==> src/rtl/mc_proc_controller.sv <==
// rtl/mc_proc_controller.sv - multi-cycle processor control FSM with bounded data-memory wait
module mc_proc_controller #(
  parameter int DBIT_SIZE   = 32,
  parameter int MEM_TIMEOUT = 15
) (
  input  logic                 clk,
  input  logic                 reset,
  input  logic [DBIT_SIZE-1:0] iword,
  input  logic                 iwordValid,
  input  logic                 aluCompTrue,
  input  logic                 dMemReady,
  output logic [4:0]           aluFn,
  output logic [3:0]           rdIndex0,
  output logic [3:0]           rdIndex1,
  output logic [3:0]           wrtIndex,
  output logic [15:0]          imm,
  output logic                 irWrtEn,
  output logic                 pcWrtEn,
  output logic                 PCSel,
  output logic                 aluSrc2Sel,
  output logic                 regFileWrtSel,
  output logic                 isJAL,
  output logic                 regFileWrtEn,
  output logic                 dMemReq,
  output logic                 dMemWrtEn,
  output logic [2:0]           state,
  output logic                 illegal,
  output logic                 memTimeout
);

  localparam logic [2:0] S_FETCH  = 3'd0;
  localparam logic [2:0] S_DECODE = 3'd1;
  localparam logic [2:0] S_EXEC   = 3'd2;
  localparam logic [2:0] S_MEM    = 3'd3;
  localparam logic [2:0] S_WB     = 3'd4;
  localparam logic [2:0] S_HALT   = 3'd7;

  localparam logic [3:0] OP_ALUR = 4'b0000;
  localparam logic [3:0] OP_ALUI = 4'b1000;
  localparam logic [3:0] OP_LW   = 4'b1001;
  localparam logic [3:0] OP_SW   = 4'b0101;
  localparam logic [3:0] OP_BR   = 4'b0010;
  localparam logic [3:0] OP_JAL  = 4'b1011;

  localparam int CW = (MEM_TIMEOUT < 2) ? 1 : $clog2(MEM_TIMEOUT + 1);
  localparam logic [CW-1:0] TIMEOUT_VAL = CW'(MEM_TIMEOUT);

  logic [2:0]    state_q, state_d;
  logic [31:0]   ir_q, ir_d;
  logic [3:0]    op_q, op_d;
  logic [4:0]    alu_fn_q, alu_fn_d;
  logic [3:0]    rd_idx0_q, rd_idx0_d;
  logic [3:0]    rd_idx1_q, rd_idx1_d;
  logic [3:0]    wrt_idx_q, wrt_idx_d;
  logic [15:0]   imm_q, imm_d;
  logic          src2_sel_q, src2_sel_d;
  logic          wrt_sel_q, wrt_sel_d;
  logic          is_jal_q, is_jal_d;
  logic [CW-1:0] cnt_q, cnt_d;
  logic          illegal_q, illegal_d;
  logic          mem_to_q, mem_to_d;

  logic [3:0]    f_op, f_fn, f_rd, f_rs1, f_rs2;
  logic          f_legal;
  logic [CW-1:0] cnt_inc;
  logic          exec_jump;

  // The instruction is captured at FETCH acceptance so DECODE does not depend on iword still being driven.
  assign f_op    = ir_q[31:28];
  assign f_fn    = ir_q[27:24];
  assign f_rd    = ir_q[23:20];
  assign f_rs1   = ir_q[19:16];
  assign f_rs2   = ir_q[15:12];
  assign f_legal = (f_op == OP_ALUR) || (f_op == OP_ALUI) || (f_op == OP_LW) ||
                   (f_op == OP_SW)   || (f_op == OP_BR)   || (f_op == OP_JAL);
  assign cnt_inc = cnt_q + CW'(1);

  always_comb begin
    state_d    = state_q;
    ir_d       = ir_q;
    op_d       = op_q;
    alu_fn_d   = alu_fn_q;
    rd_idx0_d  = rd_idx0_q;
    rd_idx1_d  = rd_idx1_q;
    wrt_idx_d  = wrt_idx_q;
    imm_d      = imm_q;
    src2_sel_d = src2_sel_q;
    wrt_sel_d  = wrt_sel_q;
    is_jal_d   = is_jal_q;
    cnt_d      = cnt_q;
    illegal_d  = illegal_q;
    mem_to_d   = mem_to_q;
    case (state_q)
      S_FETCH: begin
        if (iwordValid) begin
          ir_d    = iword[31:0];
          state_d = S_DECODE;
        end
      end
      S_DECODE: begin
        if (!f_legal) begin
          state_d   = S_HALT;
          illegal_d = 1'b1;
        end else begin
          op_d       = f_op;
          rd_idx0_d  = f_rs1;
          rd_idx1_d  = ((f_op == OP_SW) || (f_op == OP_BR)) ? f_rd : f_rs2;
          wrt_idx_d  = f_rd;
          imm_d      = ir_q[15:0];
          src2_sel_d = (f_op == OP_ALUI) || (f_op == OP_LW) || (f_op == OP_SW) || (f_op == OP_JAL);
          wrt_sel_d  = (f_op == OP_LW);
          is_jal_d   = (f_op == OP_JAL);
          if ((f_op == OP_ALUR) || (f_op == OP_ALUI)) begin
            alu_fn_d = {1'b0, f_fn};
          end else if (f_op == OP_BR) begin
            alu_fn_d = {1'b1, f_fn};
          end else begin
            alu_fn_d = 5'b00000;
          end
          state_d = S_EXEC;
        end
      end
      S_EXEC: begin
        if ((op_q == OP_LW) || (op_q == OP_SW)) begin
          state_d = S_MEM;
          cnt_d   = '0;
        end else if (op_q == OP_BR) begin
          state_d = S_FETCH;
        end else begin
          state_d = S_WB;
        end
      end
      S_MEM: begin
        // Ready wins over the timeout when both land on the same cycle.
        if (dMemReady) begin
          state_d = (op_q == OP_LW) ? S_WB : S_FETCH;
        end else begin
          cnt_d = cnt_inc;
          if (cnt_inc == TIMEOUT_VAL) begin
            state_d  = S_HALT;
            mem_to_d = 1'b1;
          end
        end
      end
      S_WB:    state_d = S_FETCH;
      S_HALT:  state_d = S_HALT;
      default: state_d = S_FETCH;
    endcase
  end

  always_ff @(posedge clk) begin
    if (reset) begin
      state_q    <= S_FETCH;
      ir_q       <= '0;
      op_q       <= '0;
      alu_fn_q   <= '0;
      rd_idx0_q  <= '0;
      rd_idx1_q  <= '0;
      wrt_idx_q  <= '0;
      imm_q      <= '0;
      src2_sel_q <= 1'b0;
      wrt_sel_q  <= 1'b0;
      is_jal_q   <= 1'b0;
      cnt_q      <= '0;
      illegal_q  <= 1'b0;
      mem_to_q   <= 1'b0;
    end else begin
      state_q    <= state_d;
      ir_q       <= ir_d;
      op_q       <= op_d;
      alu_fn_q   <= alu_fn_d;
      rd_idx0_q  <= rd_idx0_d;
      rd_idx1_q  <= rd_idx1_d;
      wrt_idx_q  <= wrt_idx_d;
      imm_q      <= imm_d;
      src2_sel_q <= src2_sel_d;
      wrt_sel_q  <= wrt_sel_d;
      is_jal_q   <= is_jal_d;
      cnt_q      <= cnt_d;
      illegal_q  <= illegal_d;
      mem_to_q   <= mem_to_d;
    end
  end

  // Strobes come from the registered state and op, qualified only by the input owned by that state.
  assign exec_jump    = (state_q == S_EXEC) &&
                        ((op_q == OP_JAL) || ((op_q == OP_BR) && aluCompTrue));
  assign irWrtEn      = (state_q == S_FETCH) && iwordValid;
  assign pcWrtEn      = irWrtEn || exec_jump;
  assign PCSel        = exec_jump;
  assign regFileWrtEn = (state_q == S_WB);
  assign dMemReq      = (state_q == S_MEM);
  assign dMemWrtEn    = (state_q == S_MEM) && (op_q == OP_SW);

  assign aluFn         = alu_fn_q;
  assign rdIndex0      = rd_idx0_q;
  assign rdIndex1      = rd_idx1_q;
  assign wrtIndex      = wrt_idx_q;
  assign imm           = imm_q;
  assign aluSrc2Sel    = src2_sel_q;
  assign regFileWrtSel = wrt_sel_q;
  assign isJAL         = is_jal_q;
  assign state         = state_q;
  assign illegal       = illegal_q;
  assign memTimeout    = mem_to_q;

endmodule

==> config.mk <==
export PLATFORM = sky130hd
export DESIGN_NAME = mc_proc_controller
export DESIGN_NICKNAME = d
export VERILOG_FILES = /design/src/rtl/mc_proc_controller.sv
export SDC_FILE = /design/constraint.sdc
export NUM_CORES = 1
export LEC_CHECK = 0
export CAP_MARGIN = 10
export CORE_MARGIN = 2
export CORE_UTILIZATION = 44
export DETAILED_ROUTE_END_ITERATION = 6
export PLACE_DENSITY = 0.75
export SLEW_MARGIN = 20
export SYNTH_ARGS = -nofsm -noshare
export SYNTH_HDL_FRONTEND = slang
export SYNTH_SLANG_ARGS = --single-unit
==> constraint.sdc <==
create_clock -name clk -period 1.5 [get_ports clk]
set_input_delay 0.225 -clock clk [delete_from_list [all_inputs] [get_ports clk]]
set_output_delay 0.225 -clock clk [all_outputs]
set_load 0.02 [all_outputs]
Word-level counts from Yosys, hierarchy flattened
Cells that the tools add are included.

cells by class
  muxes and demuxes = 14
  add/sub/neg operators = 1
  bitwise operators = 2
  reductions and logical operators = 25
  equal/unequal tests = 19

operator list
  operator               number
  $eq A4 B4 Y1 const B   6
  $mux W3                7
  $pmux W3 S5            1
  $logic_or A1 B1 Y1     12
  $mux W4                3
  $mux W5                2
  $eq A4 B2 Y1 const B   2
  $eq A4 B3 Y1 const B   2
  $pmux W4 S2            1
  $reduce_and A2 Y1      4
  $eq A3 B2 Y1 const B   2
  $eq A3 B3 Y1 const B   2
  $ne A2 B2 Y1 const B   3
  $reduce_and A3 Y1      2
  $add A4 B1 Y4 const B  1
  $logic_and A1 B1 Y1    4
  $logic_not A4 Y1       1
  $eq A3 B1 Y1 const B   1
  $logic_not A3 Y1       1
  $ne A3 B2 Y1 const B   1
  $not A1 Y1             2
  $reduce_bool A2 Y1     1

storage, ports and cells
  logic and storage cells = 75
  input port bits = 37
  output and inout bits = 47
  register bits = 81

Longest topological paths before layout
Gate-level depths: netlist of the first run.

  depth after elaboration = 8
  depth in mapped cells = 7
  mapped depth without buffers = 5

Worst setup path after synthesis of the first run
OpenSTA, ideal clock, no wires.

  path kind = register -> output
  start = reg state_q[0] (netlist: state[0])
  end = out pcWrtEn
  cell stages (with the launch flop) = 5
  buffers on the path = 1
  setup slack = -0.720 ns
  required time = 1.275 ns
  arrival = 1.995 ns
  path through = dfxtp_1 > buf_2 > or3b_2 > nor4_1 > or2_2

on the way
  cells in the longest elaborated chain, start to end = 3
  elaborated cells on any way between the ends = 5
  classes of those cells = eq/ne: 1; reduce/logical: 4

ends and longest elaborated chain
  item                    line  RTL
  start, declared         48    logic [2:0] state_q, state_d;
  start signal, assigned  168   state_q <= state_d;
  $eq A3 B2 Y1            186   assign exec_jump = (state_q == S_EXEC) &&
  $logic_and A1 B1 Y1     186
  net PCSel               19    output logic PCSel,
  $logic_or A1 B1 Y1      189   assign pcWrtEn = irWrtEn || exec_jump;
  end, declared           18    output logic pcWrtEn,

The timed path passes the listed nets, and every way through them passes these cells.

Final worst setup path of the first run
  start = reg state_q[0] (netlist: state[0])
  end = out pcWrtEn

on the way
  cells in the longest elaborated chain, start to end = 3
  elaborated cells on any way between the ends = 5
  classes of those cells = eq/ne: 1; reduce/logical: 4

ends and longest elaborated chain
  item                                              line
  $eq A3 B2 Y1 or $logic_not A3 Y1 (tied branches)  186, 188
  $logic_and A1 B1 Y1, on equally long branches     186, 188
  $logic_or A1 B1 Y1 (*)                            189

Every way passes the cells marked *; elsewhere a longest branch is shown, timed or not.

==> results of run 1 <==
## flip-flops by register name, summed over array words and instances (netlist names)
register       count
cnt_q              4
state              3
aluFn              5
rdIndex1           4
op_q               4
imm               16
aluSrc2Sel         1
isJAL              1
wrtIndex           4
rdIndex0           4
ir_q              32
memTimeout         1
illegal            1
regFileWrtSel      1
## per-layer routing
metal  vias up  track usage (%)  part of all wire, %
li1       1695                -                    -
met1      1714             29.0                   42
met2       165             37.5                   49
met3        33             6.16                  6.8
met4         0             7.46                  2.5
met5         -                0                    0
## critical path, delay by kind of cell (launching register included)
| family | cells | cell delay, ns |
|---|---|---|
| buffers and inverters | 3 | 0.41 |
| DFF | 1 | 0.36 |
| and+or+nand+nor | 3 | 0.44 |
## metrics by stage
step	util [%]	total power (uW)	setup slack (ns)
finish	68.3	6250	-0.288
global route	68.3	6470	-0.336
CTS	65.2	5990	-0.253
detailed placement	59.8	3840	-0.648
global placement	59.8	3820	-0.625
floorplan	-	3260	-0.262
## layout by cell type, fill, tap and decap left out, types with 5 or more instances in the layout
cell type / Yosys / final
a21oi_1: 78 / 77
buf_4: 2 / 36
buf_6: 1 / 16
clkbuf_8: 0 / 9
clkdlybuf4s50_1: 0 / 35
dfxtp_1: 81 / 76
dlygate4sd2_1: 0 / 40
inv_1: 5 / 5
mux2i_1: 7 / 7
nand2_1: 69 / 68
nand2b_1: 6 / 5
nand3_1: 28 / 28
nor2_1: 12 / 9
o21ai_0: 32 / 5
o21ai_1: 3 / 23
o21ai_2: 0 / 7
## report_power, final
part	leakage [uW]	switching [uW]	internal, uW
clock network	0.000127	766	1270
logic	0.00133	985	808
registers	0.000662	104	2310
## area by class of cell
class / count / area, sq um / share of cell area (%)
clock buffers: 10 / 128 / 2.44
clock inverters: 5 / 129 / 2.47
inverters: 6 / 23.8 / 0.455
multi-input cells: 295 / 1800 / 34.4
flip-flops and latches: 81 / 1630 / 31.2
well taps: 102 / 128 / 2.44
repair buffers: 142 / 1390 / 26.5
## synthesized netlist by cell type (all sizes together)
cell type / number
dfxtp: 81
a21oi: 79
nand2: 69
o21ai: 35
nand3: 28
clkbuf: 23
buf: 13
nor2: 12
mux2i: 7
nor3: 7
nand2b: 6
inv: 5
nor2b: 5
a211oi: 4
nand4b: 4
a31oi: 3
nand3b: 3
nor3b: 3
a311oi: 2
a31o: 2
ha: 2
nand4: 2
nor4: 2
nor4bb: 2
or2: 2
or3b: 2
a2111oi: 1
a211o: 1
a221oi: 1
a41oi: 1
and2: 1
and3: 1
and4bb: 1
clkinv: 1
nor4b: 1
o211a: 1
o311ai: 1
o41ai: 1
or4: 1
xnor2: 1
xor2: 1
## worst paths after layout
kind,end,slack (ns),cells after the start
worst max-delay path,pcWrtEn,-0.29,6
worst min-delay path,imm[10],0.30,2
worst max register to register,state[2],-0.16,5
worst min register to register,ir_q[2],0.46,2
## cells by family after synthesis
group           count (synthesis)
compound gates                132
xor+xnor                        2
fa+ha+maj                       2
buf+inv                        42
flops                          81
mux                             7
simple gates                  152
## repair_timing
item / CTS / global route
buffers inserted: 6 / 9
endpoints found under the setup margin: 106 / 59
gates cloned: 2 / 4
resized for setup: 132 / 34
hold buffers: 0 / 0
pin swaps: 33 / 6
==> results.json, run 1 <==
{
  "synth_area_sq_um": 3430,
  "place_congestion": 0.950,
  "floorplan.rows": 32,
  "finalCritPeriodShare_pct": 119,
  "drive_gt1_share_pct": 23.2,
  "drt_iter0_drc": 310,
  "final_hold_viol_count": 0,
  "postPlaceCellArea_sq_um": 4570,
  "drt-vias-per-instance": 5.63,
  "nFillCells": 603,
  "grt_pass1_wl_mm": 15.7,
  "worst_slew_pin_slew_ns": 0.424,
  "yosys.area_share.xor_xnor_pct": 0.511,
  "clock_sinks": 81,
  "max-cap-violations": 0,
  "setup_viol": 43,
  "clock_latency_ns": 0.35,
  "grt_remaining_overflow": 0,
  "p_leak_uw": 0.00212,
  "nets": 574,
  "die_h_um": 92.2,
  "antenna_found_initial": 0,
  "fin_tns_setup_ns": -4.10,
  "synthToLayoutAreaGrowth_pct": 52.6,
  "stdcell_count": 641,
  "dr_total_vias": 3607,
  "crit_chain": "buf_6 -> nor2_4 -> nand3b_1 -> clkinv_2 -> or2_4 -> buf_6",
  "routed_wl_mm": 10.6,
  "dp_hpwl_mm": 6.25,
  "cts_inserted_buffers": 9,
  "avgSynthCellArea_sq_um": 8.20,
  "power_density_nw_per_um2": 1200,
  "cp_max_fo": 13,
  "cp.required_ns": 1.27,
  "synth.ff_latch_count": 81,
  "layout_min_cycle_time_ns": 1.79,
  "start_util_pct": 44.8,
  "synth_cell_types": 50,
  "violations": "negative setup slack",
  "firstDrtPassIters": 5,
  "path_common_cell": "buf_6",
  "setup_slack_ns": -0.288,
  "cpPeakStageDelay_ns": 0.36,
  "seq_area_frac_synth_pct": 47.3,
  "wire_per_inst_um": 16.5,
  "synth.top_cell.area_share_pct": 47.3,
  "synth_fp_nets": 457,
  "synth_area_leader_cell": "dfxtp_1",
  "crit_path_start": "state[0]",
  "max_freq_mhz": 559,
  "cts_tree": "yes",
  "rsz0062_at_grt": "yes",
  "clock_path_buffers": 2,
  "synthMuxAreaShare_pct": 2.05,
  "worst_path_max_delay_cell": "dfxtp_4",
  "antennaDiodeCount": 0,
  "final_area_sq_um": 5230,
  "vdd_drop_max_v": 0.000766,
  "core_area_sq_um": 7650,
  "outcome": "finished with violations",
  "drc": 0,
  "crit_arrival_ns": 1.56,
  "track_usage_pct": 22.8,
  "die_area_sq_um": 8510,
  "synthTopCellsByArea": "dfxtp_1, a21oi_1, nand2_1, o21ai_0, nand3_1",
  "hold_path_startpoint": "reset",
  "htree_levels": 3,
  "ios": 84,
  "dp_cells": 607,
  "grt_pass1_vias": 3417,
  "synth_top_family_by_area": "compound AO/OA/AOI/OAI gates",
  "whs_ns": 0.301,
  "portBuffers": 83,
  "synth-simple-area-share_pct": 21.8,
  "grt_max_degree": 38,
  "fin_worst_skew_ns": 0.00854,
  "ys_warn_count": 0,
  "maxSlewHeadroom_pct": 71.4,
  "crit_path_end_kind": "output port",
  "startpoint_type": "flip-flop",
  "synth_compound_area_share_pct": 22.0,
  "worst-setup-path-type": "reg2out",
  "chipWidth_um": 92.2,
  "min_path_type": "in2reg",
  "root_buffer": "clkbuf_8",
  "finalMaxSlewViolations": 0,
  "worst_setup_hold_path_clk_slew_ns": 0.08,
  "synth_cells": 418,
  "reg2reg_from": "state[0]",
  "synth_fa_ha_area_share_pct": 0.730,
  "route.antenna.remaining_nets": 0
}
(Power assumes the default switching activity.)
==> inputs of run 2 (changes only) <==
- TNS_END_PERCENT: default -> 20
==> results.json, run 2 (synthesis gave the netlist of run 1 again) <==
{
  "reg2reg_slack_ns": -0.16,
  "violations": "negative setup slack",
  "ctsHoldBuffers": 0,
  "power_density_nw_per_um2": 1190,
  "final_area_sq_um": 4990,
  "die_area_sq_um": 8510,
  "cts_tree": "yes",
  "cpPeakStageDelay_ns": 0.41,
  "p_leak_uw": 0.00200,
  "regMostFlops": "ir_q",
  "synthToLayoutAreaGrowth_pct": 45.8,
  "crit_arrival_ns": 1.51,
  "finalMaxSlewViolations": 0,
  "clock_latency_ns": 0.34,
  "whs_ns": 0.305,
  "floorplan.rows": 32,
  "final_common_cell": "dfxtp_1",
  "dp_hpwl_mm": 6.25,
  "die_h_um": 92.2,
  "postPlaceCellArea_sq_um": 4570,
  "reg2reg_to": "state[2]",
  "crit_path_end_kind": "output port",
  "layout_common_cells": "dfxtp_1, a21oi_1, nand2_1",
  "min_to": "imm[10]",
  "core_area_sq_um": 7650,
  "worst_setup_hold_path_clk_slew_ns": 0.08,
  "portBuffers": 83,
  "setup_slack_ns": -0.239,
  "antennaDiodeCount": 0,
  "maxSlewHeadroom_pct": 71.4,
  "cp.required_ns": 1.27,
  "startpoint_type": "flip-flop",
  "nFillCells": 641,
  "antenna_found_initial": 0,
  "crit_chain": "or3b_4 -> nor4_4 -> or2_4 -> buf_6",
  "root_buffer": "clkbuf_8",
  "max-cap-violations": 0,
  "fin_worst_skew_ns": 0.00556,
  "dp_cells": 607,
  "grt_pass1_vias": 3388,
  "largest_reg_flops": 32,
  "route.antenna.remaining_nets": 0,
  "worst-setup-path-type": "reg2out",
  "chipWidth_um": 92.2,
  "routed_wl_mm": 9.43,
  "nets": 560,
  "worst_slew_pin_slew_ns": 0.423,
  "drt-vias-per-instance": 5.48,
  "ios": 84,
  "vdd_drop_max_v": 0.000745,
  "utilization_pct": 65.3,
  "dr_total_vias": 3438,
  "grt_max_degree": 38,
  "reg2reg_from": "state[0]",
  "layout_min_cycle_time_ns": 1.74,
  "rsz0062_at_grt": "yes",
  "drive_gt1_share_pct": 20.6,
  "track_usage_pct": 22.3,
  "cp_max_fo": 2,
  "grt_remaining_overflow": 0,
  "drt_iter0_drc": 205,
  "max_freq_mhz": 575,
  "grt_pass1_wl_mm": 15.4,
  "finalCritPeriodShare_pct": 116,
  "final_hold_viol_count": 0,
  "outcome": "finished with violations",
  "cts_inserted_buffers": 9,
  "hold_depth": 2,
  "cp_top_family": "simple AND/OR/NAND/NOR gates",
  "min_path_type": "in2reg",
  "drc": 0,
  "clock_path_buffers": 2,
  "reg2regPathDepth": 5,
  "setup_viol": 41,
  "stdcell_count": 627,
  "start_util_pct": 44.8,
  "htree_levels": 3,
  "multi_input_area_sq_um": 1770,
  "place_congestion": 0.950,
  "dp_slack_ns": -0.648,
  "firstDrtPassIters": 4,
  "worst_path_max_delay_cell": "or3b_4",
  "clock_sinks": 81,
  "wire_per_inst_um": 15.0,
  "seq_area_sq_um": 1640,
  "cp_num_buf_inv": 1,
  "hold_path_startpoint": "reset"
}
## run 2: changes by cell type in the layout (fill, tap and decap cells not counted), sizes merged
cell / delta
buf: -10
clkbuf: -5
clkdlybuf4s50: +1
## run 2: worst max-delay path by stage
| stage | end | slack [ns] | cells after the start | start |
|---|---|---|---|---|
| floorplan | pcWrtEn | -0.26 | 4 | state[0] |
| global placement | pcWrtEn | -0.63 | 6 | aluCompTrue |
| detailed placement | pcWrtEn | -0.65 | 6 | aluCompTrue |
| CTS | pcWrtEn | -0.25 | 4 | state[0] |
| global route | pcWrtEn | -0.33 | 4 | state[0] |
| finish | pcWrtEn | -0.24 | 4 | state[0] |
## run 2: report_power, final
part,switching (uW),internal (uW),total [uW]
logic,877,654,1530
clock network,741,1270,2010
registers,106,2310,2420
## run 2: stage by stage
stage               power [uW]  TNS, ns
finish                    5960    -2.14
global route              6220    -6.17
CTS                       5930    -2.18
detailed placement        3840    -5.86
global placement          3820    -4.55
floorplan                 3260   -0.313
## run 2: metal layers
layer  routed length [um]  part of all wire, %  track usage (%)  up-vias
li1                     -                    -                -     1668
met1                 3950                   42             28.4     1622
met2                 4640                   49             36.3      131
met3                  666                  7.1             6.33       17
met4                  177                  1.9             7.21        0
met5                    0                    0                0        -
## run 2: layout make-up
type	instances	area share, %
clock buffers	10	2.56
clock inverters	5	2.58
inverters	6	0.476
multi-input cells	295	35.4
flip-flops and latches	81	32.8
well taps	102	2.56
repair buffers	128	23.7
## run 2: repair_timing
action,CTS,global route
gates resized for setup,104,31
setup endpoints to repair,106,63
pin swaps,17,18
cloned,2,0
setup buffers,2,1
==> inputs of run 3 (changes only) <==
- CTS_CLUSTER_SIZE: default -> 30
- SETUP_SLACK_MARGIN: default -> 0.15
==> results.json, run 3 (synthesis gave the netlist of run 1 again) <==
{
  "hold_depth": 2,
  "min_path_type": "in2reg",
  "max_freq_mhz": 571,
  "vdd_drop_max_v": 0.000602,
  "grt_pass1_vias": 3208,
  "reg2reg_to": "state[2]",
  "antennaDiodeCount": 0,
  "cts_inserted_buffers": 9,
  "p_seq_share_pct": 44.2,
  "root_buffer": "clkbuf_8",
  "dp_slack_ns": -0.635,
  "htree_levels": 3,
  "core_area_sq_um": 7650,
  "crit_path_start": "state[0]",
  "maxSlewHeadroom_pct": 73.2,
  "die_area_sq_um": 8510,
  "route.antenna.remaining_nets": 0,
  "power_density_nw_per_um2": 1110,
  "final_area_sq_um": 4920,
  "wl_met2_mm": 4.68,
  "routed_wl_mm": 9.40,
  "grt_max_degree": 38,
  "clock_latency_ns": 0.35,
  "postPlaceCellArea_sq_um": 4580,
  "hold_path_startpoint": "reset",
  "floorplan.rows": 32,
  "track_usage_pct": 21.8,
  "synthToLayoutAreaGrowth_pct": 43.5,
  "drt-vias-per-instance": 5.42,
  "met3_length_um": 366,
  "die_h_um": 92.2,
  "place_congestion": 0.824,
  "antenna_found_initial": 0,
  "layout_common_cells": "a21oi_1, dfxtp_1, nand2_1",
  "dr_total_vias": 3407,
  "fin_tns_setup_ns": -3.53,
  "cp_max_fo": 2,
  "layout_min_cycle_time_ns": 1.75,
  "nets": 561,
  "ios": 84,
  "min_to": "ir_q[5]",
  "crit_path_end_kind": "output port",
  "firstDrtPassIters": 4,
  "final_common_cell": "a21oi_1",
  "outcome": "finished with violations",
  "reg2regPathDepth": 5,
  "power_switching_uw": 1730,
  "cts_tree": "yes",
  "cp.required_ns": 1.27,
  "rsz0062_at_grt": "yes",
  "fin_worst_skew_ns": 0.00805,
  "p_leak_uw": 0.00196,
  "ctsHoldBuffers": 0,
  "wire_per_inst_um": 14.9,
  "drt_iter0_drc": 199,
  "worst_setup_hold_path_clk_slew_ns": 0.08,
  "startpoint_type": "flip-flop",
  "worst-setup-path-type": "reg2out",
  "switching_share_pct": 31.7,
  "nFillCells": 664,
  "p_int_uw": 3740,
  "worst_slew_pin_slew_ns": 0.396,
  "p_comb_share_pct": 27.7,
  "portBuffers": 83,
  "start_util_pct": 44.8,
  "violations": "negative setup slack",
  "crit_arrival_ns": 1.53,
  "regMostFlops": "ir_q",
  "clock_sinks": 81,
  "drc": 0,
  "grt_pass1_wl_mm": 15.0,
  "stdcell_count": 629,
  "reg2reg_from": "state[0]",
  "top_layer": "met4",
  "finalMaxSlewViolations": 0,
  "drive_gt1_share_pct": 20.3,
  "setup_viol": 49,
  "wl_met1_mm": 4.18,
  "largest_reg_flops": 32,
  "dp_hpwl_mm": 6.20,
  "finalCritPeriodShare_pct": 117,
  "dp_cells": 607,
  "final_hold_viol_count": 0,
  "max-cap-violations": 0,
  "clock_path_buffers": 2,
  "chipWidth_um": 92.2,
  "reg2reg_slack_ns": -0.20,
  "clockPowerShare_pct": 28.0,
  "grt_remaining_overflow": 0,
  "setup_slack_ns": -0.251
}
[run 3: changes by cell type in the layout (fill, tap and decap cells not counted), moves of 3 or more]
cell,change
buf_6,-6
a211oi_1,+4
a211oi_2,-4
buf_4,+4
a21oi_1,+3
a21oi_2,-3
buf_8,+3
bufinv_16,-3
nor3_2,-3
o21ai_1,+3
[run 3: metrics by stage]
step	util [%]	hold WS (ns)	power [uW]
after CTS	62.6	0.209	5370
after detailed placement	59.8	0.449	3840
after floorplan	-	0.361	3270
after global placement	59.8	0.443	3820
after global routing	64.3	0.236	5720
final	64.3	0.222	5470
[run 3: worst max-delay path: stages (launching register included)]
cell     delay (ns)
dfxtp_4        0.35
or3b_4         0.41
nor4_4         0.16
or2_4          0.16
buf_6          0.10
[run 3: how the worst max path moves through the flow]
stage               slack [ns]       to  depth (start not counted)
floorplan                -0.26  pcWrtEn                          4
global placement         -0.63  pcWrtEn                          6
detailed placement       -0.64  pcWrtEn                          6
CTS                      -0.25  pcWrtEn                          4
global route             -0.29  pcWrtEn                          4
finish                   -0.25  pcWrtEn                          4
[run 3: power by group through the flow]
stage | Sequential (uW) | Combinational [uW] | Clock [uW]
after detailed placement | 2460 | 1380 | 0
after CTS | 2420 | 1400 | 1550
after floorplan | 2530 | 743 | 0
after global placement | 2460 | 1360 | 0
after global routing | 2440 | 1640 | 1630
final | 2420 | 1520 | 1530
[run 3: layout make-up]
type / count / area (sq um) / area share (%)
flip-flops and latches: 81 / 1640 / 33.3
multi-input cells: 295 / 1750 / 35.6
clock inverters: 5 / 56.3 / 1.15
clock buffers: 11 / 131 / 2.67
well taps: 102 / 128 / 2.60
repair buffers: 129 / 1190 / 24.2
inverters: 6 / 23.8 / 0.484
[run 3: timing repair]
| item | 4_1_cts | 5_1_grt |
|---|---|---|
| setup buffers | 2 | 3 |
| cloned | 0 | 1 |
| resized for setup | 102 | 35 |
| pin swaps | 4 | 13 |
| setup endpoints to repair | 127 | 88 |
[run 3: layer usage]
metal | up-vias | global-route usage [%]
li1 | 1676 | -
met1 | 1633 | 29.0
met2 | 82 | 35.7
met3 | 16 | 3.04
met4 | 0 | 9.08
met5 | - | 0
